==> config.mk <==
export PLATFORM = sky130hd
export DESIGN_NAME = usbh_report_arbiter
export DESIGN_NICKNAME = d
export VERILOG_FILES = /design/src/rtl/usbh_report_arbiter.sv
export SDC_FILE = /design/constraint.sdc
export NUM_CORES = 1
export LEC_CHECK = 0
export CAP_MARGIN = 20
export CORE_UTILIZATION = 25
export CTS_CLUSTER_DIAMETER = 40
export DETAILED_ROUTE_END_ITERATION = 10
export HOLD_SLACK_MARGIN = 0.1
export PLACE_DENSITY_LB_ADDON = 0.15
export SLEW_MARGIN = 20
export SYNTH_ARGS = -nofsm -noshare
export SYNTH_HDL_FRONTEND = slang
export SYNTH_SLANG_ARGS = --single-unit
==> constraint.sdc <==
create_clock -name i_clk -period 3.2 [get_ports i_clk]
set_input_delay 0.64 -clock i_clk [delete_from_list [all_inputs] [get_ports i_clk]]
set_output_delay 0.64 -clock i_clk [all_outputs]
set_load 0.05 [all_outputs]
==> src/rtl/usbh_report_arbiter.sv <==
// usbh_report_arbiter
// Shares one HID report decoder between two USB host ports. The latest report
// per port is buffered and issued round-robin to the decoder. The decoded NES
// button byte is captured after a fixed latency and routed to the owning
// player's register. A port that stops reporting is cleared after a timeout.
module usbh_report_arbiter #(
  parameter int c_clk_hz         = 6000000,
  parameter int c_timeout_ms     = 100,
  parameter int c_decode_latency = 2
) (
  input  logic        i_clk,
  input  logic        i_rst_n,
  input  logic [63:0] i_report0,
  input  logic        i_report0_valid,
  input  logic [63:0] i_report1,
  input  logic        i_report1_valid,
  output logic [63:0] o_dec_report,
  output logic        o_dec_report_valid,
  input  logic [7:0]  i_dec_btn,
  output logic [7:0]  o_btn0,
  output logic [7:0]  o_btn1,
  output logic [1:0]  o_conn,
  output logic [1:0]  o_overrun
);

  localparam int c_div   = c_clk_hz / 1000;
  localparam int c_pre_w = (c_div > 1) ? $clog2(c_div) : 1;
  localparam int c_ms_w  = $clog2(c_timeout_ms + 1);
  localparam int c_lat_w = $clog2(c_decode_latency + 1);

  localparam logic [c_pre_w-1:0] c_pre_last = c_pre_w'(c_div - 1);
  localparam logic [c_ms_w-1:0]  c_ms_last  = c_ms_w'(c_timeout_ms - 1);
  localparam logic [c_ms_w-1:0]  c_ms_max   = c_ms_w'(c_timeout_ms);
  localparam logic [c_lat_w-1:0] c_lat_last = c_lat_w'(c_decode_latency - 1);

  typedef enum logic [1:0] {
    ST_IDLE    = 2'd0,
    ST_ISSUE   = 2'd1,
    ST_WAIT    = 2'd2,
    ST_CAPTURE = 2'd3
  } state_e;

  state_e                  state_q;
  logic [1:0][63:0]        buf_q;
  logic [1:0]              pend_q, pend_d;
  logic [1:0]              overrun_q, overrun_d;
  logic                    last_q;
  logic                    gnt_q;
  logic [c_lat_w-1:0]      lat_q;
  logic [63:0]             dec_report_q;
  logic                    dec_valid_q;
  logic [1:0][7:0]         btn_q;
  logic [1:0]              conn_q;
  logic [c_pre_w-1:0]      pre_q;
  logic [1:0][c_ms_w-1:0]  ms_q;

  logic [1:0]  valid_s;
  logic        issue_s;
  logic        gnt_s;
  logic        tick_s;
  logic [1:0]  cap_s;
  logic [1:0]  to_s;

  assign valid_s = {i_report1_valid, i_report0_valid};

  // Grant selection, pending/overrun next state, timeout and capture events.
  always_comb begin
    issue_s = (state_q == ST_IDLE) && (pend_q != 2'b00);
    if (pend_q == 2'b01) begin
      gnt_s = 1'b0;
    end else if (pend_q == 2'b10) begin
      gnt_s = 1'b1;
    end else begin
      gnt_s = ~last_q;
    end
    tick_s = (pre_q == c_pre_last);
    for (int n = 0; n < 2; n++) begin
      // A strobe in the issue cycle re-arms pend; the issued copy is already
      // snapshotted, so that case is not an overwrite.
      if (issue_s && (gnt_s == n[0])) begin
        pend_d[n]    = valid_s[n];
        overrun_d[n] = 1'b0;
      end else begin
        pend_d[n]    = valid_s[n] | pend_q[n];
        overrun_d[n] = valid_s[n] & pend_q[n];
      end
      cap_s[n] = (state_q == ST_CAPTURE) && (gnt_q == n[0]);
      to_s[n]  = tick_s && (ms_q[n] == c_ms_last) && !valid_s[n];
    end
  end

  // Report buffers, pending flags and overrun pulses.
  always_ff @(posedge i_clk or negedge i_rst_n) begin
    if (!i_rst_n) begin
      buf_q     <= '0;
      pend_q    <= 2'b00;
      overrun_q <= 2'b00;
    end else begin
      if (i_report0_valid) buf_q[0] <= i_report0;
      if (i_report1_valid) buf_q[1] <= i_report1;
      pend_q    <= pend_d;
      overrun_q <= overrun_d;
    end
  end

  // Issue / wait / capture sequencer driving the shared decoder.
  always_ff @(posedge i_clk or negedge i_rst_n) begin
    if (!i_rst_n) begin
      state_q      <= ST_IDLE;
      last_q       <= 1'b1;
      gnt_q        <= 1'b0;
      lat_q        <= '0;
      dec_report_q <= 64'd0;
      dec_valid_q  <= 1'b0;
    end else begin
      case (state_q)
        ST_IDLE: begin
          if (issue_s) begin
            dec_report_q <= buf_q[gnt_s];
            dec_valid_q  <= 1'b1;
            gnt_q        <= gnt_s;
            last_q       <= gnt_s;
            state_q      <= ST_ISSUE;
          end else begin
            dec_valid_q  <= 1'b0;
          end
        end
        ST_ISSUE: begin
          dec_valid_q <= 1'b0;
          lat_q       <= '0;
          state_q     <= ST_WAIT;
        end
        ST_WAIT: begin
          dec_valid_q <= 1'b0;
          if (lat_q == c_lat_last) begin
            state_q <= ST_CAPTURE;
          end else begin
            lat_q <= lat_q + c_lat_w'(1);
          end
        end
        ST_CAPTURE: begin
          dec_valid_q <= 1'b0;
          state_q     <= ST_IDLE;
        end
        default: begin
          dec_valid_q <= 1'b0;
          state_q     <= ST_IDLE;
        end
      endcase
    end
  end

  // Shared millisecond prescaler, free running and wrapping.
  always_ff @(posedge i_clk or negedge i_rst_n) begin
    if (!i_rst_n) begin
      pre_q <= '0;
    end else if (tick_s) begin
      pre_q <= '0;
    end else begin
      pre_q <= pre_q + c_pre_w'(1);
    end
  end

  // Per-port silence counters and button/connect registers; capture beats timeout.
  always_ff @(posedge i_clk or negedge i_rst_n) begin
    if (!i_rst_n) begin
      ms_q   <= '0;
      btn_q  <= '0;
      conn_q <= 2'b00;
    end else begin
      for (int n = 0; n < 2; n++) begin
        if (valid_s[n] || cap_s[n]) begin
          ms_q[n] <= '0;
        end else if (tick_s && (ms_q[n] != c_ms_max)) begin
          ms_q[n] <= ms_q[n] + c_ms_w'(1);
        end
        if (cap_s[n]) begin
          btn_q[n]  <= i_dec_btn;
          conn_q[n] <= 1'b1;
        end else if (to_s[n]) begin
          btn_q[n]  <= 8'd0;
          conn_q[n] <= 1'b0;
        end
      end
    end
  end

  assign o_dec_report       = dec_report_q;
  assign o_dec_report_valid = dec_valid_q;
  assign o_btn0             = btn_q[0];
  assign o_btn1             = btn_q[1];
  assign o_conn             = conn_q;
  assign o_overrun          = overrun_q;

endmodule
==> impl_metrics.tcl <==
set metrics [dict create \
    cts_resized 0 \
    r2r_setup_slack_ns 0.74 \
    crit_type "flop to flop" \
    hpwlAfterDp_mm 17.19 \
    slowest_stage "or4_1" \
    antenna_left 0 \
    synth_commonest_cells "dfrtp_1, mux2_2, inv_1, a222oi_1, clkbuf_1" \
    synth_most_common_cell "dfrtp_1" \
    vias_per_cell 4.547 \
    crit_chain "ha_1, nand3_1, or4_1, or4_1, a21oi_1" \
    holdCritStartpoint "pre_q[0]" \
    clock-sinks 248 \
    synth_ff_type "dfrtp_1" \
    synth_area_per_cell_um2 13.50 \
    root_buffer "clkbuf_16" \
    reg2reg_depth 5 \
    timing.rr.end "ms_q[10]" \
    critical-path-max-stage-delay_ns 0.88 \
    hold_buffers 1 \
    outcome "completed" \
    combPwrFrac_pct 35.6 \
    num_rows 72 \
    peakVddDrop_mv 0.4760 \
    cts_tree "done" \
    drc 0 \
    async_reset_ff_share_pct 100.0 \
    r2r_start "pre_q[0]" \
    seq_area_um2 6207 \
    cp_common_cell "or4_1" \
    fp.dieW_um 200.5 \
    grt_max_degree 82 \
    dr.pass1.iters 5 \
    core_um2 38740 \
    holdPathStages 1 \
    ys_warn_count 0 \
    die-area_um2 40220 \
    p_per_area_nw_per_um2 1028 \
    postCtsSetupRepairBufs 0 \
    clkPwrFrac_pct 35.4 \
    ys_seq_area_share_pct 62.99 \
    die_y_um 200.5 \
    cellLeakagePower_nw 6.342 \
    power_w 0.01493 \
    cts_buffer_depth 3 \
    layout_min_cycle_time_ns 2.460 \
    antenna_found_initial 4 \
    placed_area_um2 12780 \
    cp-end-kind "flop" \
    setup_viol_count_final 0 \
    grt_pass1_vias 7429 \
    rsz0062_at_grt "false" \
    synth_enable_flop_cells 0 \
    grt_pass1_wl_mm 43.76 \
    start_util_pct 25.44 \
    hold_path.class "flop to flop" \
    whs_ns 0.4744 \
    worst_pin_slew_ns 0.7920 \
    synth_nets 880 \
    synth_seq_cells 248 \
    fmax_mhz 406.5 \
    whs_endpoint "pre_q[0]" \
    synth.distinct_cells 43 \
    globalRouteTotalUtil_pct 14.03 \
    fin_nets 1125 \
    path_clk_slew_ns 0.05 \
    dr_total_vias 6957 \
    multi_input_area_um2 3196 \
    start_kind "flop" \
    hold_violations 0 \
    syn_inst 730 \
    worst_clock_skew_ns 0.03276 \
    synth_top_area_share_pct 62.72 \
    netlist.top_cell.by_area "dfrtp_1" \
    cp.required_ns 3.67 \
    path_max_fanout 24 \
    internal_power_w 0.009430 \
    worstPathArrival_ns 2.93 \
    cts_htree_levels 2 \
    wire_per_inst_um 18.19 \
    drive_above_1_share_pct 23.44 \
    synthToLayoutAreaGrowth_pct 47.31 \
    clock_latency_ns 0.56 \
    wl_mm 27.83 \
    netlist_area_um2 9854 \
    drt_iter0_drc 560 \
    drv_cap 0 \
    cts_buffers 48 \
    yosys-top-cells-area "dfrtp_1, mux2_2, a222oi_1" \
    switchingPower_w 0.005497 \
    io_buffers 224 \
    num-fill-cells 3756 \
    totalNegativeSetupSlack_ns 0 \
    routabilityCongestion 0.7240 \
    swShare_pct 36.82 \
    design_area_um2 14520 \
    p_seq_share_pct 29.0 \
    slew_headroom_pct 47.20 \
    io_pins 225 \
    gr-total-overflow 0 \
    maxSlewViolCount 0 \
    fin_crit_sh_pct 76.87 \
]
[flip-flops by register name, indices dropped and copies added (netlist names)]
register and flops:
o_conn 2, state_q 2, pend_q 2, o_btn1 8, o_btn0 8, last_q 1
gnt_q 1, lat_q 2, ms_q 14, buf_q 128, o_dec_report_valid 1, o_overrun 2
pre_q 13, o_dec_report 64
[layout make-up]
| class | count | area share, % |
|---|---|---|
| multi-input combinational | 358 | 22.01 |
| sequential | 248 | 42.76 |
| timing repair buffer | 241 | 16.86 |
| inverter | 78 | 2.017 |
| clock inverter | 25 | 2.413 |
| antenna | 1 | 0.01724 |
| tap | 518 | 4.465 |
| clock buffer | 61 | 9.455 |
[critical path, delay by kind of cell (launching register included)]
kind	cells	cell delay [ns]
adders and majority gates	1	0.21
AOI/OAI and AO/OA	1	0.15
and+or+nand+nor	3	1.64
DFF	1	0.37
[power groups by stage]
stage / clock network [W] / logic, W / registers [W]
after detailed placement: 0 / 0.00542 / 0.00436
after global placement: 0 / 0.00535 / 0.00437
after CTS: 0.00546 / 0.00542 / 0.00433
final: 0.00529 / 0.00531 / 0.00433
after global routing: 0.00559 / 0.00568 / 0.00443
after floorplan: 0 / 0.00162 / 0.00605
[placed cells by master (no fill, tap or decap), types with 4 or more instances in the layout]
cell type	count
bufinv_16	7
nor2_1	13
buf_12	6
o21ai_0	13
or4_1	6
dfrtp_1	247
nand3_1	13
clkbuf_16	50
or3_1	4
and3_1	5
a22o_1	16
xor2_1	4
inv_1	78
clkinv_2	5
buf_4	12
a222oi_1	64
clkinvlp_4	5
clkbuf_8	8
a21oi_1	13
clkinv_4	5
and2_1	4
mux2_2	128
ha_1	10
nand2_1	19
clkdlybuf4s50_1	221
nand4_1	9
[logic make-up after synthesis]
logic type                 count (synthesis)  share of synthesized area [%]
AOI/OAI and AO/OA                        123                          10.51
DFF                                      248                          62.99
buffers and inverters                    124                          4.825
xor gates and xnor gates                   6                         0.5333
muxes                                    131                          14.93
adders and majority gates                 10                          1.270
and+or+nand+nor                           88                          4.939
[worst max path at each step]
stage	slack, ns	cells past startpoint	start	endpoint
2_1_floorplan	1.12	7	pre_q[0]	ms_q[4]
3_3_place_gp	0.78	5	pre_q[0]	ms_q[3]
3_5_place_dp	0.74	5	pre_q[0]	ms_q[5]
4_1_cts	0.69	1	o_dec_report[54]	o_dec_report[54]
5_1_grt	0.57	5	pre_q[0]	ms_q[5]
6_report	0.74	5	pre_q[0]	ms_q[10]
[metrics by stage]
step / util (%) / setup slack, ns / cells
2_1_floorplan: - / 1.119 / 730
3_3_place_gp: 32.99 / 0.7838 / 1442
5_1_grt: 37.47 / 0.5703 / 1529
3_5_place_dp: 32.99 / 0.7438 / 1442
4_1_cts: 37.47 / 0.6925 / 1529
6_report: 37.47 / 0.7402 / 1530
[routing by layer]
layer  share of wire [%]  global-route usage [%]  up-vias
li1                    -                       -     3200
met1                  43                   17.33     3461
met2                  46                   21.81      238
met3                 9.0                   5.990       52
met4                 2.5                   4.989        6
met5                0.15                       0        -
(Power assumes the default switching activity.)
